**config.mk**
```make
export PLATFORM = sky130hd
export DESIGN_NAME = apb_slave_mem
export DESIGN_NICKNAME = d
export VERILOG_FILES = /design/src/rtl/apb_pkg.sv /design/src/rtl/apb_slave_regfile.sv /design/src/rtl/apb_slave_mem.sv
export SDC_FILE = /design/constraint.sdc
export NUM_CORES = 1
export LEC_CHECK = 0
export ABC_AREA = 1
export BUFFER_PORTS_ARGS = -buffer_cell sky130_fd_sc_hd__buf_2
export CELL_PAD_IN_SITES_DETAIL_PLACEMENT = 0
export CELL_PAD_IN_SITES_GLOBAL_PLACEMENT = 1
export CORE_ASPECT_RATIO = 0.75
export CORE_MARGIN = 2
export CORE_UTILIZATION = 25
export DETAILED_ROUTE_END_ITERATION = 8
export GPL_ROUTABILITY_DRIVEN = 0
export PLACE_DENSITY_LB_ADDON = 0.1
export SLEW_MARGIN = 20
export SYNTH_ARGS = -nofsm -noshare
export SYNTH_HDL_FRONTEND = slang
export SYNTH_SLANG_ARGS = --single-unit
```
**constraint.sdc**
```tcl
create_clock -name Pclk -period 5.4 [get_ports Pclk]
set_clock_uncertainty 0.1 [all_clocks]
set_input_delay 0.81 -clock Pclk [delete_from_list [all_inputs] [get_ports Pclk]]
set_output_delay 0.81 -clock Pclk [all_outputs]
set_load 0.01 [all_outputs]
```
**src/rtl/apb_pkg.sv**
```systemverilog
// Shared types and constants for the APB completer memory (apb_slave_mem).
package apb_pkg;

  localparam int ADDR_W_DEF = 4;
  localparam int DATA_W_DEF = 8;

  typedef enum logic [1:0] {
    IDLE   = 2'd0,
    SETUP  = 2'd1,
    ACCESS = 2'd2
  } apb_state_t;

  localparam logic SLVERR_RESP = 1'b1;
  localparam logic OKAY_RESP   = 1'b0;

  function automatic logic addr_out_of_range(input logic [31:0] addr, input int depth);
    return addr >= 32'(depth);
  endfunction

endpackage

```
**src/rtl/apb_slave_regfile.sv**
```systemverilog
// DEPTH x DATA_W register file: synchronous clear, one write port, combinational read port.
module apb_slave_regfile #(
  parameter int ADDR_W = apb_pkg::ADDR_W_DEF,
  parameter int DATA_W = apb_pkg::DATA_W_DEF,
  parameter int DEPTH  = 16
) (
  input  logic              clk_sys,
  input  logic              rst_b,
  input  logic              we,
  input  logic [ADDR_W-1:0] waddr,
  input  logic [DATA_W-1:0] wdata,
  input  logic [ADDR_W-1:0] raddr,
  output logic [DATA_W-1:0] rdata
);

  logic [DATA_W-1:0] mem [DEPTH];

  // One flop row per implemented location; addresses beyond DEPTH never match.
  for (genvar g = 0; g < DEPTH; g++) begin : g_row
    always_ff @(posedge clk_sys) begin
      if (!rst_b) begin
        mem[g] <= '0;
      end else if (we && (waddr == ADDR_W'(g))) begin
        mem[g] <= wdata;
      end
    end
  end

  always_comb begin
    rdata = '0;
    for (int i = 0; i < DEPTH; i++) begin
      if (raddr == ADDR_W'(i)) rdata = mem[i];
    end
  end

endmodule

```
**src/rtl/apb_slave_mem.sv**
```systemverilog
// APB completer with a small register-file memory, registered outputs and
// optional wait-state insertion (macro APB_SLV_WAIT_EN enables the wait counter).
//
// state  | meaning
// IDLE   | waiting for Psel with Penable low; latches address/data/direction
// SETUP  | one cycle; loads the wait counter, raises Pready when no waits
// ACCESS | counts waits, then holds Pready until Penable completes or Psel aborts
module apb_slave_mem
  import apb_pkg::*;
#(
  parameter int ADDR_W      = ADDR_W_DEF,
  parameter int DATA_W      = DATA_W_DEF,
  parameter int DEPTH       = 16,
  parameter int WAIT_STATES = 0
) (
  input  logic              Pclk,
  input  logic              Presetn,
  input  logic              Psel,
  input  logic              Penable,
  input  logic              Pwrite,
  input  logic [ADDR_W-1:0] Paddr,
  input  logic [DATA_W-1:0] PWdata,
  output logic [DATA_W-1:0] PRdata,
  output logic              Pready,
  output logic              Pslverr
);

  if (DEPTH < 1 || DEPTH > (1 << ADDR_W)) begin : g_bad_depth
    $error("apb_slave_mem: DEPTH out of range");
  end
  if (WAIT_STATES < 0 || WAIT_STATES > 15) begin : g_bad_wait
    $error("apb_slave_mem: WAIT_STATES out of range");
  end

  apb_state_t        state_q, state_d;
  logic [ADDR_W-1:0] addr_q, addr_d;
  logic [DATA_W-1:0] wdata_q, wdata_d;
  logic              write_q, write_d;
  logic              ready_q, ready_d;
  logic              slverr_q, slverr_d;
  logic [DATA_W-1:0] rdata_q, rdata_d;

  logic              addr_err;
  logic              mem_we;
  logic [DATA_W-1:0] mem_rdata;
  logic [DATA_W-1:0] resp_data;
  logic              wait_zero_load;
  logic              wait_done;

  apb_slave_regfile #(
    .ADDR_W (ADDR_W),
    .DATA_W (DATA_W),
    .DEPTH  (DEPTH)
  ) u_regfile (
    .clk_sys (Pclk),
    .rst_b   (Presetn),
    .we      (mem_we),
    .waddr   (addr_q),
    .wdata   (wdata_q),
    .raddr   (addr_q),
    .rdata   (mem_rdata)
  );

`ifdef APB_SLV_WAIT_EN
  localparam logic [3:0] WAIT_LOAD = 4'(WAIT_STATES);

  logic [3:0] cnt_q, cnt_d;

  // Pready is raised on the edge that takes the counter from 1 to 0.
  assign wait_zero_load = (WAIT_LOAD == 4'd0);
  assign wait_done      = (cnt_q <= 4'd1);

  always_comb begin
    cnt_d = cnt_q;
    if (state_q == SETUP) begin
      cnt_d = WAIT_LOAD;
    end else if (state_q == ACCESS && Psel && !ready_q && cnt_q != 4'd0) begin
      cnt_d = cnt_q - 4'd1;
    end
  end

  always_ff @(posedge Pclk) begin
    if (!Presetn) cnt_q <= 4'd0;
    else          cnt_q <= cnt_d;
  end
`else
  assign wait_zero_load = 1'b1;
  assign wait_done      = 1'b1;
`endif

  assign addr_err  = addr_out_of_range(32'(addr_q), DEPTH);
  // Writes and erroring reads return zero on PRdata.
  assign resp_data = (write_q || addr_err) ? '0 : mem_rdata;

  always_comb begin
    state_d  = state_q;
    addr_d   = addr_q;
    wdata_d  = wdata_q;
    write_d  = write_q;
    ready_d  = ready_q;
    slverr_d = slverr_q;
    rdata_d  = rdata_q;
    mem_we   = 1'b0;

    case (state_q)
      IDLE: begin
        if (Psel && !Penable) begin
          addr_d  = Paddr;
          wdata_d = PWdata;
          write_d = Pwrite;
          state_d = SETUP;
        end
      end

      SETUP: begin
        if (wait_zero_load) begin
          ready_d  = 1'b1;
          slverr_d = addr_err ? SLVERR_RESP : OKAY_RESP;
          rdata_d  = resp_data;
        end
        state_d = ACCESS;
      end

      ACCESS: begin
        if (!Psel) begin
          ready_d  = 1'b0;
          slverr_d = OKAY_RESP;
          rdata_d  = '0;
          state_d  = IDLE;
        end else if (ready_q) begin
          if (Penable) begin
            mem_we   = write_q && !addr_err;
            ready_d  = 1'b0;
            slverr_d = OKAY_RESP;
            rdata_d  = '0;
            state_d  = IDLE;
          end
        end else if (wait_done) begin
          ready_d  = 1'b1;
          slverr_d = addr_err ? SLVERR_RESP : OKAY_RESP;
          rdata_d  = resp_data;
        end
      end

      default: begin
        ready_d  = 1'b0;
        slverr_d = OKAY_RESP;
        rdata_d  = '0;
        state_d  = IDLE;
      end
    endcase
  end

  always_ff @(posedge Pclk) begin
    if (!Presetn) begin
      state_q  <= IDLE;
      addr_q   <= '0;
      wdata_q  <= '0;
      write_q  <= 1'b0;
      ready_q  <= 1'b0;
      slverr_q <= OKAY_RESP;
      rdata_q  <= '0;
    end else begin
      state_q  <= state_d;
      addr_q   <= addr_d;
      wdata_q  <= wdata_d;
      write_q  <= write_d;
      ready_q  <= ready_d;
      slverr_q <= slverr_d;
      rdata_q  <= rdata_d;
    end
  end

  assign PRdata  = rdata_q;
  assign Pready  = ready_q;
  assign Pslverr = slverr_q;

endmodule
```
==> summary.txt, run 1 <==
Run status
  – Outcome: finished, violations left
  – Failing checks: DRC

Critical path
  – WP data arrival: 3270 ps
  – Worst path most repeated cell: nand4_1
  – Max stage delay on crit path: 630 ps
  – Critical path origin: addr_q[2]
  – Critical path class: register to register
  – Setup crit start kind: register
  – Crit-path cells: nor2_1, nand2_2, or2_2, nand2_1, nand4_1, nor3_1, nand4_1, nor2_1, nand4_1, nand2_1, a21oi_1
  – Critical path's slowest cell: nor2_1
  – Worst EP required: 5610 ps
  – Reg-to-reg slack, setup: between 2000 and 2500 ps
  – CP Capture Type: register
  – CP max FO: 16
  – Reg2reg start: addr_q[2]

STA
  – Slew @ Worst Pin: 1070 ps
  – # setup viols final: 0
  – Fmax: 0.327 GHz
  – Final Slew Violations: 0
  – Worst slew margin: 27.7%
  – Crit share post-route: 56.6%
  – Worst Hold Slack: 370 ps
  – Final critical-path required period: roughly 3100 ps
  – Setup TNS: 0 ps
  – Hold Violations, Final: 0
  – Unrepaired setup endpoints after global routing: false

Worst hold path
  – Min-delay worst type: register to register
  – HP Start: PRdata[0]

Floorplan
  – Die area: around 0.029 mm²
  – DIE WIDTH: 194 µm
  – # IOs: 27
  – Starting density of the core: about a quarter
  – Core Box Area: 0.0269 mm²
  – Die Y: 147 µm
  – Rows: 52

Detailed routing
  – DRT antenna net count: 0
  – Total number of vias: 4940
  – Vias per cell: between 4 and 5
  – 1st-iter DRT viols: 302
  – TritonRoute pass-1 iters: 9
  – WL/cell: about 19 µm
  – Routed WL: 20.6 mm
  – Residual DRC count: 4

Pwr
  – PwrDens: 406 mW/mm²
  – Static leakage: 2.81 nW
  – Max IR drop VDD: ~0.23 mV

Global routing
  – Pin count of the biggest net entering global routing: 26
  – Global route overflow: 0
  – First-pass GRT wire length: approximately 31 mm
  – Gr usage total: 15.2%
  – Antenna violations before repair: 0
  – Vias in the first global route: approximately 5000

Place
  – Hpwl dp: 13.9 mm
  – PortBufs: 25
  – Cell Area, Placed: 0.00728 mm²

Clock network
  – Clock Latency Late Sink: 430 ps
  – Clk sinks: 152
  – Clk pin slew, worst setup/hold paths: 60 ps
  – Hold Buf Count CTS: 0
  – CTS buffer count: 17
  – Setup bufs post-CTS: 0
  – CTS H-Tree Depth: 4
  – Post-CTS Resized: 0
  – Root Buffer: clkbuf_16
  – Clock buffer depth: 2
  – TritonCTS clock tree: done

Finish
  – NumNets Final: 756
  – Area grow syn2layout: 16.3%
  – N_diodes: 0
  – Util after Layout: between 20 and 30%
  – Design Area, Final: 0.00790 mm²
  – Share of layout cells above drive strength 1: 12.6%

Job
  – Max-cap violations: 0

Yosys
  – Syn_nets: 733
  – Post-synthesis cell area: roughly 0.0068 mm²
  – Synth top area share: 56.6%
  – Top post-synthesis cells by area: edfxtp_1 57%, nor2_1 8.6%, nand2_1 8.2%, dfxtp_1 7.1%, nand3_1 3.3%
  – Area leader, netlist: edfxtp_1
  – Netlist cell types: 25
  – Sequential area share after synthesis: between 60% and 70%
  – Post-synthesis register bit count: 152
  – Yosys Warn Count: 0
  – Cells after Synth: roughly 710
  – Syn Area/Cell: 9.53 µm²
==> power by group <==
part	switching (W)	internal (W)	total (W)
Combinational	0.000453	0.000128	0.000581
Sequential	0.0000300	0.00133	0.00136
Clock	0.000506	0.000759	0.00127
Total	0.000989	0.00222	0.00321
==> path summary, 6_finish.rpt <==
path               endpoint  depth (start not counted)
setup / recovery  PRdata[2]                         11
hold / removal    PRdata[0]                          2
setup reg to reg  PRdata[2]                         11
hold reg to reg   PRdata[0]                          2
==> layout make-up <==
type / count / area, µm²
Sequential cell: 152 / 4320
Multi-Input combinational cell: 482 / 2160
Tap cell: 351 / 439
Fill cell: 2868 / 19000
Inverter: 55 / 206
Timing Repair Buffer: 28 / 148
Clock buffer: 20 / 457
Clock inverter: 12 / 164
==> logic make-up (layout without fill, tap and decap cells) <==
group,Yosys count,count (layout),share of synthesized area [%]
AO/OA/AOI/OAI,65,65,4.79
adder cells (fa/ha/maj),3,3,0.552
flip-flops,152,152,63.6
buffers and inverters,79,115,4.58
other,1,1,0.0552
AND/OR/NAND/NOR,413,413,26.4
==> state kept, by name, indices dropped and copies added (netlist names) <==
name           cells
Pready             1
addr_q             4
PRdata             8
write_q            1
wdata_q            8
u_regfile.mem    128
state_q            2
==> worst max-delay path, delay by kind of cell, from the launching register on <==
kind	cells	cell delay [ps]
DFF	1	340
and+or+nand+nor	10	2430
AOI/OAI and AO/OA	1	60
==> per-stage QoR <==
step / setup slack [ps] / power, W / std cells
6_report: 2340 / 0.00321 / 1100
4_1_cts: 2280 / 0.00325 / 1100
3_3_place_gp: 2220 / 0.00198 / 1068
5_1_grt: 2050 / 0.00336 / 1100
3_5_place_dp: 2110 / 0.00198 / 1068
2_1_floorplan: 2720 / 0.00172 / 713
==> cells in the mapped netlist (all sizes together) <==
cell	number
conb	1
ha	3
clkbuf	19
nand2	151
nor3	10
clkinv	9
buf	5
a21oi	40
dfxtp	24
nand3	45
o21ai	25
nand4	19
inv	46
edfxtp	128
nor2	167
or2	21
==> cell usage in the layout, fill, tap and decap left out, drive strengths merged <==
cell type  synthesis  routed
o21ai             25      25
nand2            151     151
nor3              10      10
or2               21      21
inv               46      50
clkbuf            19      20
nand3             45      45
clkinv             9      13
edfxtp           128     128
nand4             19      19
buf                5      28
conb               1       1
ha                 3       3
dfxtp             24      24
bufinv             0       3
clkinvlp           0       1
a21oi             40      40
nor2             167     167
==> layer usage <==
layer,global-route usage (%),vias up,wire length (µm)
met5,0,-,0
met2,22.3,68,8930
met3,3.03,10,664
met1,22.8,2445,10900
li1,-,2417,-
met4,3.81,0,167
Power figures use the tool's default switching activity.
==> run 2: changes to the inputs <==
Clock period 5.4 ns to 2.7 ns, I/O delays scaled along.
==> run 2 against run 1 <==
  * The flow still finishes with violations (DRC)
  * Setup slack worse by 2200 ps
  * Critical endpoint unchanged
  * Global-route usage increased by 1.1 points
  * Highest routed layer unchanged
  * Utilization grew 0.91 points
  * Critical path depth grew 2
  * First-iteration DRC count rose by 26%
  * Sequential power rose by 100%
  * Critical path type unchanged
  * Via count rose by 5.7%
  * Power grew 96%
  * Combinational power is 120% higher
  * Wire length is 8.1% higher
==> summary.txt, run 2 (synthesis results as in run 1) <==
Critical path
  – WP data arrival: 2760 ps (-510 ps)
  – Setup crit start kind: register
  – Critical path origin: addr_q[1]
  – CP Capture Type: register
  – R2R cell count: 13 (+2)
  – Critical path class: register to register
  – CP max FO: 7 (-9)
  – Worst EP required: 2910 ps (-2700 ps)
  – Reg2reg start: addr_q[1]

Clock network
  – Clock Latency Late Sink: 440 ps (about the same)
  – Clk pin slew, worst setup/hold paths: 60 ps (about the same)
  – CTS buffer count: 17 (unchanged)
  – Clk sinks: 152 (unchanged)
  – Root Buffer: clkbuf_16
  – CTS H-Tree Depth: 4 (unchanged)
  – TritonCTS clock tree: done
  – Clock buffer depth: 2 (unchanged)
  – Hold Buf Count CTS: 0 (unchanged)

Worst hold path
  – Min-delay worst type: input pin to register
  – Hold Crit Depth: 3 (+1)
  – HP Start: PWdata[2]

Floorplan
  – Starting density of the core: 25.3% (unchanged)
  – DIE WIDTH: 194 µm (unchanged)
  – Die Y: 147 µm (unchanged)
  – Core Box Area: 0.0269 mm² (unchanged)
  – # IOs: 27 (unchanged)
  – Rows: 52 (unchanged)
  – Die area: 0.0285 mm² (unchanged)

Pwr
  – Part of the power in registers: 43.2% (+0.8 points)
  – Static leakage: 2.97 nW (+5.4%)
  – PwrDens: 773 mW/mm² (+91%)
  – Comb power frac: 19.9% (+1.8 points)
  – Switching pwr: 0.00196 W (+98%)
  – Max IR drop VDD: 0.451 mV (+99%)
  – Power, Total: 0.00630 W (+96%)
  – Sw Ratio: 31.0% (+0.19 points)
  – Internal Pwr Total: 0.00434 W (+96%)
  – Clk pwr share: 36.9% (-2.6 points)

STA
  – Final Slew Violations: 0 (unchanged)
  – # setup viols final: 0 (unchanged)
  – Fmax: 0.393 GHz (+20%)
  – Final critical-path required period: 2550 ps (-510 ps)
  – Unrepaired setup endpoints after global routing: false
  – Hold Violations, Final: 0 (unchanged)
  – Worst slew margin: 40.3% (+13 points)
  – Slew @ Worst Pin: 890 ps (-183 ps)
  – Crit share post-route: 94.4% (+38 points)

Global routing
  – Vias in the first global route: 5186 (+4.8%)
  – Antenna violations before repair: 0 (unchanged)
  – Gr usage total: 16.3% (+1.1 points)
  – Global route overflow: 0 (unchanged)
  – Pin count of the biggest net entering global routing: 23 (-12%)
  – First-pass GRT wire length: 33.4 mm (+6.1%)

Finish
  – Commonest non-fill, non-tap cells in the layout: 152 x nor2_1, 148 x nand2_1, 128 x edfxtp_1
  – N_diodes: 0 (unchanged)
  – Seq. cell area: 0.00433 mm² (about the same)
  – Max reg flops: 128 (unchanged)
  – Area of the multi-input gates: 0.00218 mm² (+0.81%)
  – NumNets Final: 795 (+5.2%)
  – Largest reg by FF count: u_regfile.mem
  – Commonest non-fill, non-tap cell in the layout: nor2_1
  – FILL cells: 2815 (-1.8%)
  – Area grow syn2layout: 19.8%
  – Util after Layout: 30.3% (+0.91 points)
  – Share of layout cells above drive strength 1: 16.9% (+4.3 points)

Run status
  – Outcome: finished, violations left
  – Failing checks: DRC

Job
  – Max-cap violations: 0 (unchanged)

Detailed routing
  – Routed WL: 22.3 mm (+8.1%)
  – 1st-iter DRT viols: 381 (+26%)
  – Total number of vias: 5221 (+5.7%)
  – Wire length on met1: 11.8 mm (+8.8%)
  – TritonRoute pass-1 iters: 7 (-2)
  – Uppermost routed layer: met4
  – WL met3: 982 µm (+48%)
  – Wire length on met2: 9.28 mm (+3.9%)
  – WL/cell: 19.6 µm (+4.4%)
  – Residual DRC count: 4 (unchanged)
  – DRT antenna net count: 0 (unchanged)
  – Vias per cell: 4.58 (+2.1%)

Place
  – PortBufs: 25 (unchanged)
  – Hpwl dp: 15.6 mm (+12%)
-- run 2: cell count changes in the layout (fill, tap and decap cells not counted), moves of 2 or more --
cell / previous run / this run
buf_4: 3 / 42
o21ai_0: 17 / 25
o21ai_1: 8 / 0
inv_6: 4 / 0
clkbuf_1: 1 / 4
clkinv_2: 1 / 4
clkinv_4: 3 / 0
clkbuf_8: 2 / 0
clkinv_1: 9 / 11
clkinvlp_4: 1 / 3
nor2_1: 154 / 152
nor2_2: 6 / 8
-- run 2: path summary, 6_finish.rpt --
| path | endpoint | slack [ps] |
|---|---|---|
| min reg2reg | wdata_q[1] | 350 |
| max | PRdata[2] | 150 |
| max reg2reg | PRdata[2] | 150 |
| min | wdata_q[2] | 150 |
-- run 2: cell type report --
type                       instances  share of cell area (%)
clock buffer                      21                    5.41
clock inverter                    11                    1.35
inverter                          55                    2.53
multi-input combinational        482                    26.8
sequential                       152                    53.1
tap                              351                    5.39
timing repair buffer              67                    5.41
-- run 2: stage by stage --
step | hold WS (ps) | instances | worst slack [ps] | area, µm² | setup TNS (ps)
after floorplan | 344 | 713 | 279 | 6800 | 0
after global placement | 329 | 1103 | -165 | 7540 | -165
after detailed placement | 348 | 1103 | -158 | 7540 | -158
after CTS | 142 | 1135 | 54.2 | 8100 | 0
after global routing | 171 | 1139 | 14.7 | 8150 | 0
final | 153 | 1139 | 152 | 8150 | 0
-- run 2: power groups by stage --
stage          clock network [W]  registers [W]  logic [W]
2_1_floorplan                  0        0.00276   0.000687
3_5_place_dp                   0        0.00277    0.00123
5_1_grt                  0.00247        0.00274    0.00139
4_1_cts                  0.00236        0.00272    0.00124
3_3_place_gp                   0        0.00277    0.00123
6_report                 0.00232        0.00272    0.00125
-- run 2: repair_timing --
| item | 4_1_cts | 5_1_grt |
|---|---|---|
| pin swaps | 0 | 8 |
| setup endpoints to repair | 1 | 1 |
| gates resized for setup | 3 | 4 |
| setup buffers | 0 | 4 |
| endpoints found under the hold margin | 0 | 0 |
-- run 2: metal layers --
layer	track usage [%]	vias up
met1	25.0	2596
met5	0	-
met2	22.8	107
met3	3.60	14
li1	-	2504
met4	4.27	0
-- run 2: worst max-delay path, stage by stage, from the launching register on --
cell,delay (ps)
dfxtp_4,370
inv_2,60
nor2_4,160
nand2_4,80
buf_4,170
or2_2,280
nand2_2,110
nand4_1,160
nor3_2,220
nand4_1,160
nor2_2,200
nand4_1,190
nand2_1,110
a21oi_1,60
